<file path="src/rtl/pll_reset_sequencer.sv">
// Staged reset release after PLL lock: RAM first, then cache/decoder, then CPU.
// Any loss of synchronised lock drops every reset back to asserted.
module pll_reset_sequencer #(
  parameter int SYNC_STAGES   = 2,
  parameter int STABLE_CYCLES = 1024,
  parameter int STAGE_GAP     = 16,
  parameter int RAM_TIMEOUT   = 65535
) (
  input  logic       clock,
  input  logic       reset,
  input  logic       pll_locked,
  input  logic       ram_init_done,
  output logic       rst_ram,
  output logic       rst_cache,
  output logic       rst_cpu,
  output logic       ready,
  output logic       ram_timeout,
  output logic [7:0] lock_loss_count
);

  localparam int MAX_AB  = (STABLE_CYCLES > STAGE_GAP) ? STABLE_CYCLES : STAGE_GAP;
  localparam int MAX_CNT = (MAX_AB > RAM_TIMEOUT) ? MAX_AB : RAM_TIMEOUT;
  localparam int CNT_W   = $clog2(MAX_CNT + 1);

  localparam logic [CNT_W-1:0] STABLE_LAST = CNT_W'(STABLE_CYCLES - 1);
  localparam logic [CNT_W-1:0] GAP_LAST    = CNT_W'(STAGE_GAP - 1);
  localparam logic [CNT_W-1:0] RAM_LAST    = CNT_W'(RAM_TIMEOUT - 1);
  localparam logic [CNT_W-1:0] CNT_ZERO    = {CNT_W{1'b0}};
  localparam logic [CNT_W-1:0] CNT_ONE     = CNT_W'(1);

  typedef enum logic [2:0] {
    WAIT_LOCK = 3'd0,
    STABLE    = 3'd1,
    RAM_INIT  = 3'd2,
    CACHE_GAP = 3'd3,
    RUN       = 3'd4
  } stateT;

  stateT                   stateR;
  stateT                   nextStateS;
  logic [CNT_W-1:0]        cntR;
  logic [CNT_W-1:0]        cntNextS;
  logic [SYNC_STAGES-1:0]  syncR;
  logic                    lockS;
  logic                    timeoutHitS;
  logic                    lossS;
  logic                    rstRamS;
  logic                    rstCacheS;
  logic                    rstCpuS;
  logic                    readyS;

  assign lockS = syncR[SYNC_STAGES-1];
  assign lossS = (stateR != WAIT_LOCK) && !lockS;

  // Lock synchroniser, state register and shared counter
  always_ff @(posedge clock or posedge reset) begin
    if (reset) begin
      syncR  <= {SYNC_STAGES{1'b0}};
      stateR <= WAIT_LOCK;
      cntR   <= CNT_ZERO;
    end else begin
      syncR  <= {syncR[SYNC_STAGES-2:0], pll_locked};
      stateR <= nextStateS;
      cntR   <= cntNextS;
    end
  end

  // Next-state and counter logic; lock loss outranks every other exit
  always_comb begin
    nextStateS  = stateR;
    cntNextS    = cntR + CNT_ONE;
    timeoutHitS = 1'b0;
    case (stateR)
      WAIT_LOCK: begin
        cntNextS = CNT_ZERO;
        if (lockS) nextStateS = STABLE;
        else       nextStateS = WAIT_LOCK;
      end
      STABLE: begin
        if (!lockS) begin
          nextStateS = WAIT_LOCK;
          cntNextS   = CNT_ZERO;
        end else if (cntR == STABLE_LAST) begin
          nextStateS = RAM_INIT;
          cntNextS   = CNT_ZERO;
        end else begin
          nextStateS = STABLE;
        end
      end
      RAM_INIT: begin
        if (!lockS) begin
          nextStateS = WAIT_LOCK;
          cntNextS   = CNT_ZERO;
        end else if (ram_init_done) begin
          nextStateS = CACHE_GAP;
          cntNextS   = CNT_ZERO;
        end else if (cntR == RAM_LAST) begin
          nextStateS  = CACHE_GAP;
          cntNextS    = CNT_ZERO;
          timeoutHitS = 1'b1;
        end else begin
          nextStateS = RAM_INIT;
        end
      end
      CACHE_GAP: begin
        if (!lockS) begin
          nextStateS = WAIT_LOCK;
          cntNextS   = CNT_ZERO;
        end else if (cntR == GAP_LAST) begin
          nextStateS = RUN;
          cntNextS   = CNT_ZERO;
        end else begin
          nextStateS = CACHE_GAP;
        end
      end
      RUN: begin
        cntNextS = CNT_ZERO;
        if (!lockS) nextStateS = WAIT_LOCK;
        else        nextStateS = RUN;
      end
      default: begin
        nextStateS = WAIT_LOCK;
        cntNextS   = CNT_ZERO;
      end
    endcase
  end

  // Output decode from the upcoming state
  always_comb begin
    rstRamS   = 1'b1;
    rstCacheS = 1'b1;
    rstCpuS   = 1'b1;
    readyS    = 1'b0;
    case (nextStateS)
      WAIT_LOCK, STABLE: begin
        rstRamS = 1'b1;
      end
      RAM_INIT: begin
        rstRamS = 1'b0;
      end
      CACHE_GAP: begin
        rstRamS   = 1'b0;
        rstCacheS = 1'b0;
      end
      RUN: begin
        rstRamS   = 1'b0;
        rstCacheS = 1'b0;
        rstCpuS   = 1'b0;
        readyS    = 1'b1;
      end
      default: begin
        rstRamS = 1'b1;
      end
    endcase
  end

  // Registered outputs, so they move on the same edge as the state change
  always_ff @(posedge clock or posedge reset) begin
    if (reset) begin
      rst_ram         <= 1'b1;
      rst_cache       <= 1'b1;
      rst_cpu         <= 1'b1;
      ready           <= 1'b0;
      ram_timeout     <= 1'b0;
      lock_loss_count <= 8'd0;
    end else begin
      rst_ram   <= rstRamS;
      rst_cache <= rstCacheS;
      rst_cpu   <= rstCpuS;
      ready     <= readyS;
      if (timeoutHitS) ram_timeout <= 1'b1;
      if (lossS && (lock_loss_count != 8'd255)) lock_loss_count <= lock_loss_count + 8'd1;
    end
  end

endmodule

</file>
<file path="config.mk">
export PLATFORM = sky130hd
export DESIGN_NAME = pll_reset_sequencer
export DESIGN_NICKNAME = d
export VERILOG_FILES = /design/src/rtl/pll_reset_sequencer.sv
export SDC_FILE = /design/constraint.sdc
export NUM_CORES = 1
export LEC_CHECK = 0
export CAP_MARGIN = 20
export CORE_MARGIN = 8
export CORE_UTILIZATION = 40
export CTS_BUF_LIST = sky130_fd_sc_hd__clkbuf_4
export DETAILED_ROUTE_END_ITERATION = 7
export GPL_ROUTABILITY_DRIVEN = 0
export PLACE_DENSITY = 0.71
export SLEW_MARGIN = 20
export SYNTH_ARGS = -nofsm -noshare
export SYNTH_HDL_FRONTEND = slang
export SYNTH_SLANG_ARGS = --single-unit
export TNS_END_PERCENT = 5
</file>
<file path="constraint.sdc">
create_clock -name clock -period 1.86 [get_ports clock]
set_input_delay 0.279 -clock clock [delete_from_list [all_inputs] [get_ports clock]]
set_output_delay 0.279 -clock clock [all_outputs]
set_load 0.05 [all_outputs]
</file>
After elaboration in Yosys (flattened, before gate mapping)
Cells that the tools add are included.
{"block": "op_classes", "n_eq_ne": 11, "n_reduce_logical": 7, "n_lt_le_gt_ge": 0, "n_mux": 26, "n_mul": 0, "n_bitwise": 0, "shift": 0, "add_sub_neg": 2, "n_div": 0}
{"cell": "$mux 16", "n": 7}
{"cell": "$pmux 16 s3", "n": 1}
{"cell": "$add 16x1->16 const B", "n": 1}
{"cell": "$eq 16x10->1 const B", "n": 1}
{"cell": "$eq 16x16->1 const B", "n": 1}
{"cell": "$eq 16x4->1 const B", "n": 1}
{"cell": "$pmux 3 s5", "n": 1}
{"cell": "$eq 3x2->1 const B", "n": 4}
{"cell": "$mux 1", "n": 11}
{"cell": "$mux 3", "n": 3}
{"cell": "$add 8x1->8 const B", "n": 1}
{"cell": "$ne 8x8->1 const B", "n": 1}
{"cell": "$eq 3x3->1 const B", "n": 2}
{"cell": "$mux 2", "n": 3}
{"cell": "$eq 3x1->1 const B", "n": 1}
{"cell": "$logic_not 3->1", "n": 1}
{"cell": "$reduce_bool 3->1", "n": 1}
{"cell": "$reduce_or 3->1", "n": 1}
{"cell": "$logic_and 1x1->1", "n": 2}
{"cell": "$reduce_or 2->1", "n": 1}
{"cell": "$logic_not 1->1", "n": 1}
{"block": "totals", "output_inout_bits": 13, "inputBits": 4, "romBits": 0, "mem_count": 0, "register_bits": 34, "word_cells": 55, "latchBits": 0, "mem_bits_rw": 0}

Logic depth before layout (Yosys ltp)
Gate-level depths: netlist of the first run.
{"block": "logic_depth", "depth_word": 8, "depth_mapped": 8, "ltp_nobuf": 6}

Least setup slack after synthesis of the first run
No wires, ideal clock.
{"block": "synth_timing", "path_type": "flip-flop to flip-flop", "startpoint": "register lock_loss_count[0]", "endpoint": "register lock_loss_count[1]", "n_path_buf": 0, "period_less_slack_ps": 1680, "setup_ps": 125, "required_time_ps": 1735, "setup_slack_ps": 180, "path_stages_with_launch": 5, "arrival_ps": 1555, "path_cell_list": "dfrtp_1 ha_1 nand3_1 o211a_1 mux2_2"}
{"block": "synth_via", "elab_chain_len": 2, "word_cells_on_any_way": 3, "classes_between": "add/sub: 1; eq/ne: 1; reduce/logical: 1"}
{"item": "start, declared", "line_no": "18", "rtl": "output logic [7:0] lock_loss_count"}
{"item": "start signal, assigned", "line_no": "172", "rtl": "if (lossS && (lock_loss_count != 8'd255)) lock_loss_count <= lock_loss_count + 8'd1;"}
{"item": "branches (longest 2 deep; another with $add 8x1->8)"}
Parallel ways; which one is timed is not known.
A chain may end at the register's enable or synchronous reset.

Worst setup path in the final report of the first run
{"block": "layout_timing", "startpoint": "register cntR[12]", "endpoint": "register cntR[6]"}
{"block": "layout_via", "elab_chain_len": 5, "word_cells_on_any_way": 11, "classes_between": "eq/ne: 3; mux: 8"}
{"item": "start, declared", "line_no": "41", "rtl": "logic [CNT_W-1:0] cntR;"}
{"item": "start signal, assigned", "line_no": "64", "rtl": "cntR <= cntNextS;"}
{"item": "$eq 16x16->1", "line_no": "97", "rtl": "end else if (cntR == RAM_LAST) begin"}
{"item": "$mux 16", "line_no": "97"}
{"item": "$mux 16", "line_no": "94", "rtl": "end else if (ram_init_done) begin"}
{"item": "$mux 16", "line_no": "91", "rtl": "if (!lockS) begin"}
{"item": "$pmux 16 s3 *", "line_no": "73", "rtl": "case (stateR)"}
{"item": "net cntNextS[6]", "line_no": "42", "rtl": "logic [CNT_W-1:0] cntNextS;"}
Mark *: on every way through the listed nets, which the timed path passes. The rest lies on a longest branch.

==> flow_metrics.env, run 1 <==
export IMPL_maxCapViolCount=0
export IMPL_hold_violations=0
export IMPL_synth_edf_count=0
export IMPL_hold_buffers=0
export IMPL_fin_setup_tns_ps=0
export IMPL_ys_flop_type="dfrtp_1"
export IMPL_vias=1259
export IMPL_post_drt_wl_per_cell_um=15.1
export IMPL_crit_fanout=10
export IMPL_postSynthNetCount=162
export IMPL_synth_distinct_cells=42
export IMPL_setup_viol_count_final=0
export IMPL_path_cells="nor4_1 -> a31oi_1 -> a41oi_2 -> buf_4 -> a21oi_1"
export IMPL_crit_path_start_kind="flip-flop"
export IMPL_holdCritPathClass="in2async"
export IMPL_syn_to_final_growth_pct=17.5
export IMPL_tritoncts="yes"
export IMPL_core_um2=4000
export IMPL_slew_viol_final=0
export IMPL_die_w_um=80.5
export IMPL_rsz0062_at_grt="no"
export IMPL_syn_cell_area_um2=1660
export IMPL_min_period_ps=1780
export IMPL_port_buffers=16
export IMPL_clock_latency_ps=340
export IMPL_max_freq_ghz=0.561
export IMPL_cp_end_kind="flip-flop"
export IMPL_avgSynthCellArea_um2=10.7
export IMPL_grtUsageTotal_pct=11.6
export IMPL_crit_type="reg2reg"
export IMPL_antenna_found_initial=0
export IMPL_path_clk_slew_ps=110
export IMPL_outcome="finished, final reports clean"
export IMPL_grt_pass1_wl_um=5850
export IMPL_rows=23
export IMPL_max_clock_path_buffers=2
export IMPL_place_ws_ps=42.1
export IMPL_htree_levels=2
export IMPL_die_h_um=80.5
export IMPL_grt_max_degree=35
export IMPL_worst_ep_arrival_time_ps=2000
export IMPL_drtIter0Drc=88
export IMPL_ys_warn_count=0
export IMPL_ioPinCount=17
export IMPL_clock_sinks=34
export IMPL_relSlewSlack_pct=62.4
export IMPL_fin_skew_ps=12.0
export IMPL_via_per_inst=5.45
export IMPL_peakVddDrop_mv=0.357
export IMPL_worst_path_buf_inv=1
export IMPL_worstMarginPinSlew_ps=559
export IMPL_place_hpwl_um=2490
export IMPL_cp_required_ps=2080
export IMPL_insertedDiodeCount=0
export IMPL_slowest_delay_ps=550
export IMPL_cp_slowest_cell="nor4_1"
export IMPL_synthCells=155
export IMPL_nFillCells=372
export IMPL_globalRouteOverflowTotal=0
export IMPL_cp_top_family="simple AND/OR/NAND/NOR gates"
export IMPL_wl_um=3480
export IMPL_drive_above_1_share_pct=19.9
export IMPL_postRouteAntennaNets=0
export IMPL_ys_async_sr_fraction_pct=100
export IMPL_clock_root_buffer="clkbuf_4"
export IMPL_cts_buffers=5
export IMPL_start_util_pct=41.6
export IMPL_timing_final_ws_setup_ps=76.9
export IMPL_ys_seq_area_share_pct=51.4
export IMPL_nNetsFinal=187
export IMPL_drt_pre_antenna_iters=4
export IMPL_route_detailed_drc=0
export IMPL_hold_ws_ps=317
export IMPL_power_density_nw_per_um2=918
export IMPL_period_share_pct=95.9
export IMPL_p_leak_nw=0.830
export IMPL_first_global_vias=1300
export IMPL_die_area_um2=6480
export IMPL_yosys_register_bits=34
[worst min-delay path, stage by stage]
cell	delay (ps)
clkdlybuf4s50_1	390
inv_1	50
buf_4	370
[routing by layer]
metal	vias to the layer above	GRT usage (%)	share of wire (%)
met5	-	0	0
met4	0	5.27	0.98
met3	6	3.57	6.8
met2	30	19.1	49
met1	608	13.3	43
li1	615	-	-
[synth_stat cells, types with 2 or more instances]
cell type  number  share of area [%]
a211oi_1        2               0.90
nor3b_1         2               0.90
or3_1           4                1.5
nor2_1          5                1.1
o21ai_0         6                1.8
a22oi_1         2               0.90
inv_1           6                1.4
o21a_1          2               0.90
nand3_1         6                1.8
nor3_1          3               0.90
buf_2           2               0.60
a21oi_1        14                4.2
xnor2_1        11                5.8
and3_1          2               0.75
ha_1            3                2.3
clkbuf_2        2               0.60
nand2_1         8                1.8
dfstp_2         3                4.7
nor4_1          3                1.1
xor2_1          8                4.2
nand4_1        10                3.8
dfrtp_1        31                 47
[stage by stage]
step / std cells / util (%) / cell area, µm² / total power [W]
floorplan: 155 / - / 1660 / 0.00125
global placement: 223 / 47.3 / 1890 / 0.00140
global route: 231 / 48.9 / 1960 / 0.00190
CTS: 231 / 48.6 / 1940 / 0.00181
finish: 231 / 48.9 / 1960 / 0.00179
detailed placement: 223 / 47.3 / 1890 / 0.00142
[sequential cells by signal (all words and copies together), names as in the netlist]
register         flops
cntR                16
lock_loss_count      8
stateR               3
syncR                2
ram_timeout          1
ready                1
rst_cache            1
rst_cpu              1
rst_ram              1
[area by class of cell]
| cell class | count | area [µm²] | area share, % |
|---|---|---|---|
| inverter | 6 | 22.5 | 1.15 |
| timing repair buffer | 23 | 196 | 10.0 |
| clock buffer | 5 | 37.5 | 1.92 |
| tap | 50 | 62.6 | 3.20 |
| multi-input combinational | 110 | 764 | 39.1 |
| sequential | 34 | 856 | 43.8 |
| clock inverter | 3 | 16.3 | 0.832 |
[repair_timing]
| action | CTS | global route |
|---|---|---|
| buffers inserted | 0 | 0 |
| gates resized for setup | 1 | 4 |
| endpoints found under the setup margin | 1 | 5 |
[path summary, 6_finish.rpt]
kind                          start                 end  slack, ps  cells after the start
hold reg to reg            syncR[0]            syncR[1]        360                      0
max in group asynchronous     reset             cntR[2]       1210                      3
setup / recovery           cntR[12]             cntR[6]         80                      5
hold / removal                reset  lock_loss_count[5]        320                      3
setup reg to reg           cntR[12]             cntR[6]         80                      5
min in group clock         syncR[0]            syncR[1]        360                      0
[where the power goes]
part | switching, W | leakage, nW | internal (W)
logic | 0.000328 | 0.357 | 0.000159
registers | 0.000102 | 0.444 | 0.000811
clock network | 0.000254 | 0.0286 | 0.000141
total | 0.000684 | 0.830 | 0.00111
[cell families after synthesis]
logic type | after synthesis | synth area share (%)
mux | 1 | 0.677
compound gates | 33 | 12.8
xor+xnor | 19 | 10.0
fa+ha+maj | 3 | 2.26
simple gates | 54 | 19.9
buf+inv | 11 | 3.01
flops | 34 | 51.4
[cells in the final DEF (no fill, tap or decap), types with 2 or more instances in the layout]
cell type        instances
a211oi_1                 2
a21oi_1                 14
a22oi_1                  2
and3_1                   2
buf_4                   15
clkbuf_4                 5
clkdlybuf4s50_1          5
dfrtp_1                 30
dfstp_2                  3
dlymetal6s2s_1           2
ha_1                     3
inv_1                    6
nand2_1                  8
nand3_1                  6
nand4_1                 10
nor2_1                   5
nor3_1                   2
nor3b_1                  2
nor4_1                   3
o21a_1                   2
o21ai_0                  6
or3_1                    4
xnor2_1                 11
xor2_1                   8
No activity file was read; power rests on OpenSTA's default activity.
==> run 2: changes to the inputs <==
--- a/config.mk
+++ b/config.mk
@@ -6,12 +6,14 @@
 export NUM_CORES = 1
 export LEC_CHECK = 0
 export CAP_MARGIN = 20
-export CORE_MARGIN = 8
-export CORE_UTILIZATION = 40
+export CELL_PAD_IN_SITES_DETAIL_PLACEMENT = 1
+export CELL_PAD_IN_SITES_GLOBAL_PLACEMENT = 2
+export CORE_MARGIN = 2
+export CORE_UTILIZATION = 38
 export CTS_BUF_LIST = sky130_fd_sc_hd__clkbuf_4
 export DETAILED_ROUTE_END_ITERATION = 7
 export GPL_ROUTABILITY_DRIVEN = 0
-export PLACE_DENSITY = 0.71
+export PLACE_DENSITY = 0.92
 export SLEW_MARGIN = 20
 export SYNTH_ARGS = -nofsm -noshare
 export SYNTH_HDL_FRONTEND = slang
==> flow_metrics.env, run 2 (synthesized netlist as in run 1, its figures left out) <==
export IMPL_clock_latency_ps=350
export IMPL_drtIter0Drc=30
export IMPL_place_ws_ps=38.7
export IMPL_htree_levels=2
export IMPL_worst_ep_arrival_time_ps=2040
export IMPL_crit_type="reg2reg"
export IMPL_place_hpwl_um=2710
export IMPL_min_period_ps=1820
export IMPL_cts_buffers=5
export IMPL_p_leak_nw=0.849
export IMPL_hold_ws_ps=298
export IMPL_grtUsageTotal_pct=17.2
export IMPL_vias=1294
export IMPL_clock_root_buffer="clkbuf_4"
export IMPL_start_util_pct=38.8
export IMPL_stdcell_count=233
export IMPL_post_drt_wl_per_cell_um=16.5
export IMPL_placed_cells=225
export IMPL_syn_to_final_growth_pct=21.4
export IMPL_clock_sinks=34
export IMPL_max_clock_path_buffers=2
export IMPL_wl_um=3840
export IMPL_post_cts_buffers=0
export IMPL_rsz0062_at_grt="no"
export IMPL_outcome="finished, final reports clean"
export IMPL_timing_final_ws_setup_ps=37.3
export IMPL_via_per_inst=5.55
export IMPL_path_cells="nor4_1 -> a31oi_1 -> a41oi_2 -> buf_4 -> a22oi_1"
export IMPL_die_area_um2=4920
export IMPL_globalRouteOverflowTotal=0
export IMPL_postRouteAntennaNets=0
export IMPL_cp_end_kind="flip-flop"
export IMPL_top_regs="cntR x16, lock_loss_count x8, stateR x3"
export IMPL_period_share_pct=98.0
export IMPL_fin_skew_ps=23.6
export IMPL_worstMarginPinSlew_ps=542
export IMPL_max_freq_ghz=0.549
export IMPL_largest_reg_flops=16
export IMPL_maxCapViolCount=0
export IMPL_core_um2=4290
export IMPL_tritoncts="yes"
export IMPL_antenna_found_initial=0
export IMPL_crit_fanout=16
export IMPL_port_buffers=16
export IMPL_power_density_nw_per_um2=1030
export IMPL_final_cell_mix="25 x dfrtp_1, 14 x a21oi_1, 13 x buf_4, 11 x xnor2_1, 10 x nand4_1"
export IMPL_fin_setup_tns_ps=0
export IMPL_first_global_vias=1402
export IMPL_layout_commonest_cell="dfrtp_1"
export IMPL_path_clk_slew_ps=130
export IMPL_cp_required_ps=2080
export IMPL_grt_pass1_wl_um=6760
export IMPL_route_detailed_drc=0
export IMPL_drive_above_1_share_pct=22.1
export IMPL_relSlewSlack_pct=63.5
export IMPL_cp_slowest_cell="nor4_1"
export IMPL_drt_pre_antenna_iters=4
export IMPL_slowest_delay_ps=540
export IMPL_holdCritPathClass="in2async"
export IMPL_ioPinCount=17
export IMPL_slew_viol_final=0
export IMPL_insertedDiodeCount=0
export IMPL_crit_path_start_kind="flip-flop"
export IMPL_die_h_um=70.2
export IMPL_max_flop_register="cntR"
export IMPL_utilization_pct=47.0
export IMPL_setup_viol_count_final=0
export IMPL_grt_max_degree=35
export IMPL_nNetsFinal=187
export IMPL_die_w_um=70.2
export IMPL_peakVddDrop_mv=0.425
export IMPL_hold_violations=0
export IMPL_rows=24
-- run 2: cell count changes in the layout (fill, tap and decap cells not counted) --
cell           previous run  this run
o311ai_0                  1         0
dfrtp_2                   1         6
o311ai_1                  0         1
clkinv_1                  1         0
dlygate4sd2_1             1         3
buf_4                    15        13
clkinv_4                  0         1
clkinv_2                  1         0
bufinv_16                 0         2
dfrtp_1                  30        25
clkinvlp_4                1         0
-- run 2: critical path, delay by kind of cell (launching register included) --
kind / cells / cell delay, ps
AO/OA/AOI/OAI: 3 / 480
buffers and inverters: 1 / 240
flip-flops: 1 / 450
AND/OR/NAND/NOR: 1 / 540
-- run 2: power by group --
part,switching (W),leakage [nW],internal [W]
registers,0.000102,0.436,0.000811
logic,0.000321,0.358,0.000156
clock network,0.000275,0.0554,0.000421
-- run 2: worst paths after layout --
| kind | start | end | cells past startpoint | slack (ps) |
|---|---|---|---|---|
| setup / recovery | cntR[12] | cntR[13] | 5 | 40 |
| hold / removal | reset | lock_loss_count[1] | 3 | 300 |
| setup reg to reg | cntR[12] | cntR[13] | 5 | 40 |
| hold reg to reg | syncR[0] | syncR[1] | 0 | 350 |
| max in group asynchronous | reset | cntR[3] | 3 | 1200 |
| min in group clock | syncR[0] | syncR[1] | 0 | 350 |
-- run 2: metrics by stage --
step	area [µm²]	power, W
after floorplan	1660	0.00125
after global placement	1900	0.00140
after detailed placement	1900	0.00142
after CTS	2000	0.00211
after global routing	2020	0.00219
final	2020	0.00209
-- run 2: cell type report --
| class | instances | area (µm²) |
|---|---|---|
| timing repair buffer | 23 | 199 |
| clock inverter | 3 | 68.8 |
| clock buffer | 5 | 37.5 |
| fill | 475 | 2270 |
| multi-input combinational | 110 | 764 |
| tap | 52 | 65.1 |
| inverter | 6 | 22.5 |
| sequential | 34 | 862 |
-- run 2: timing repair --
| item | CTS | global route |
|---|---|---|
| hold endpoints to repair | 0 | 0 |
| endpoints found under the setup margin | 3 | 5 |
| hold buffers | 0 | 0 |
| gates resized for setup | 3 | 10 |
| pin swaps | 0 | 0 |
-- run 2: metal layers --
layer / GRT usage [%] / vias to the layer above / share of wire [%]
met5: 0 / - / 0
met4: 7.69 / 0 / 2.2
met3: 3.75 / 10 / 3.3
met2: 28.0 / 31 / 50
met1: 22.0 / 637 / 44
li1: - / 616 / -
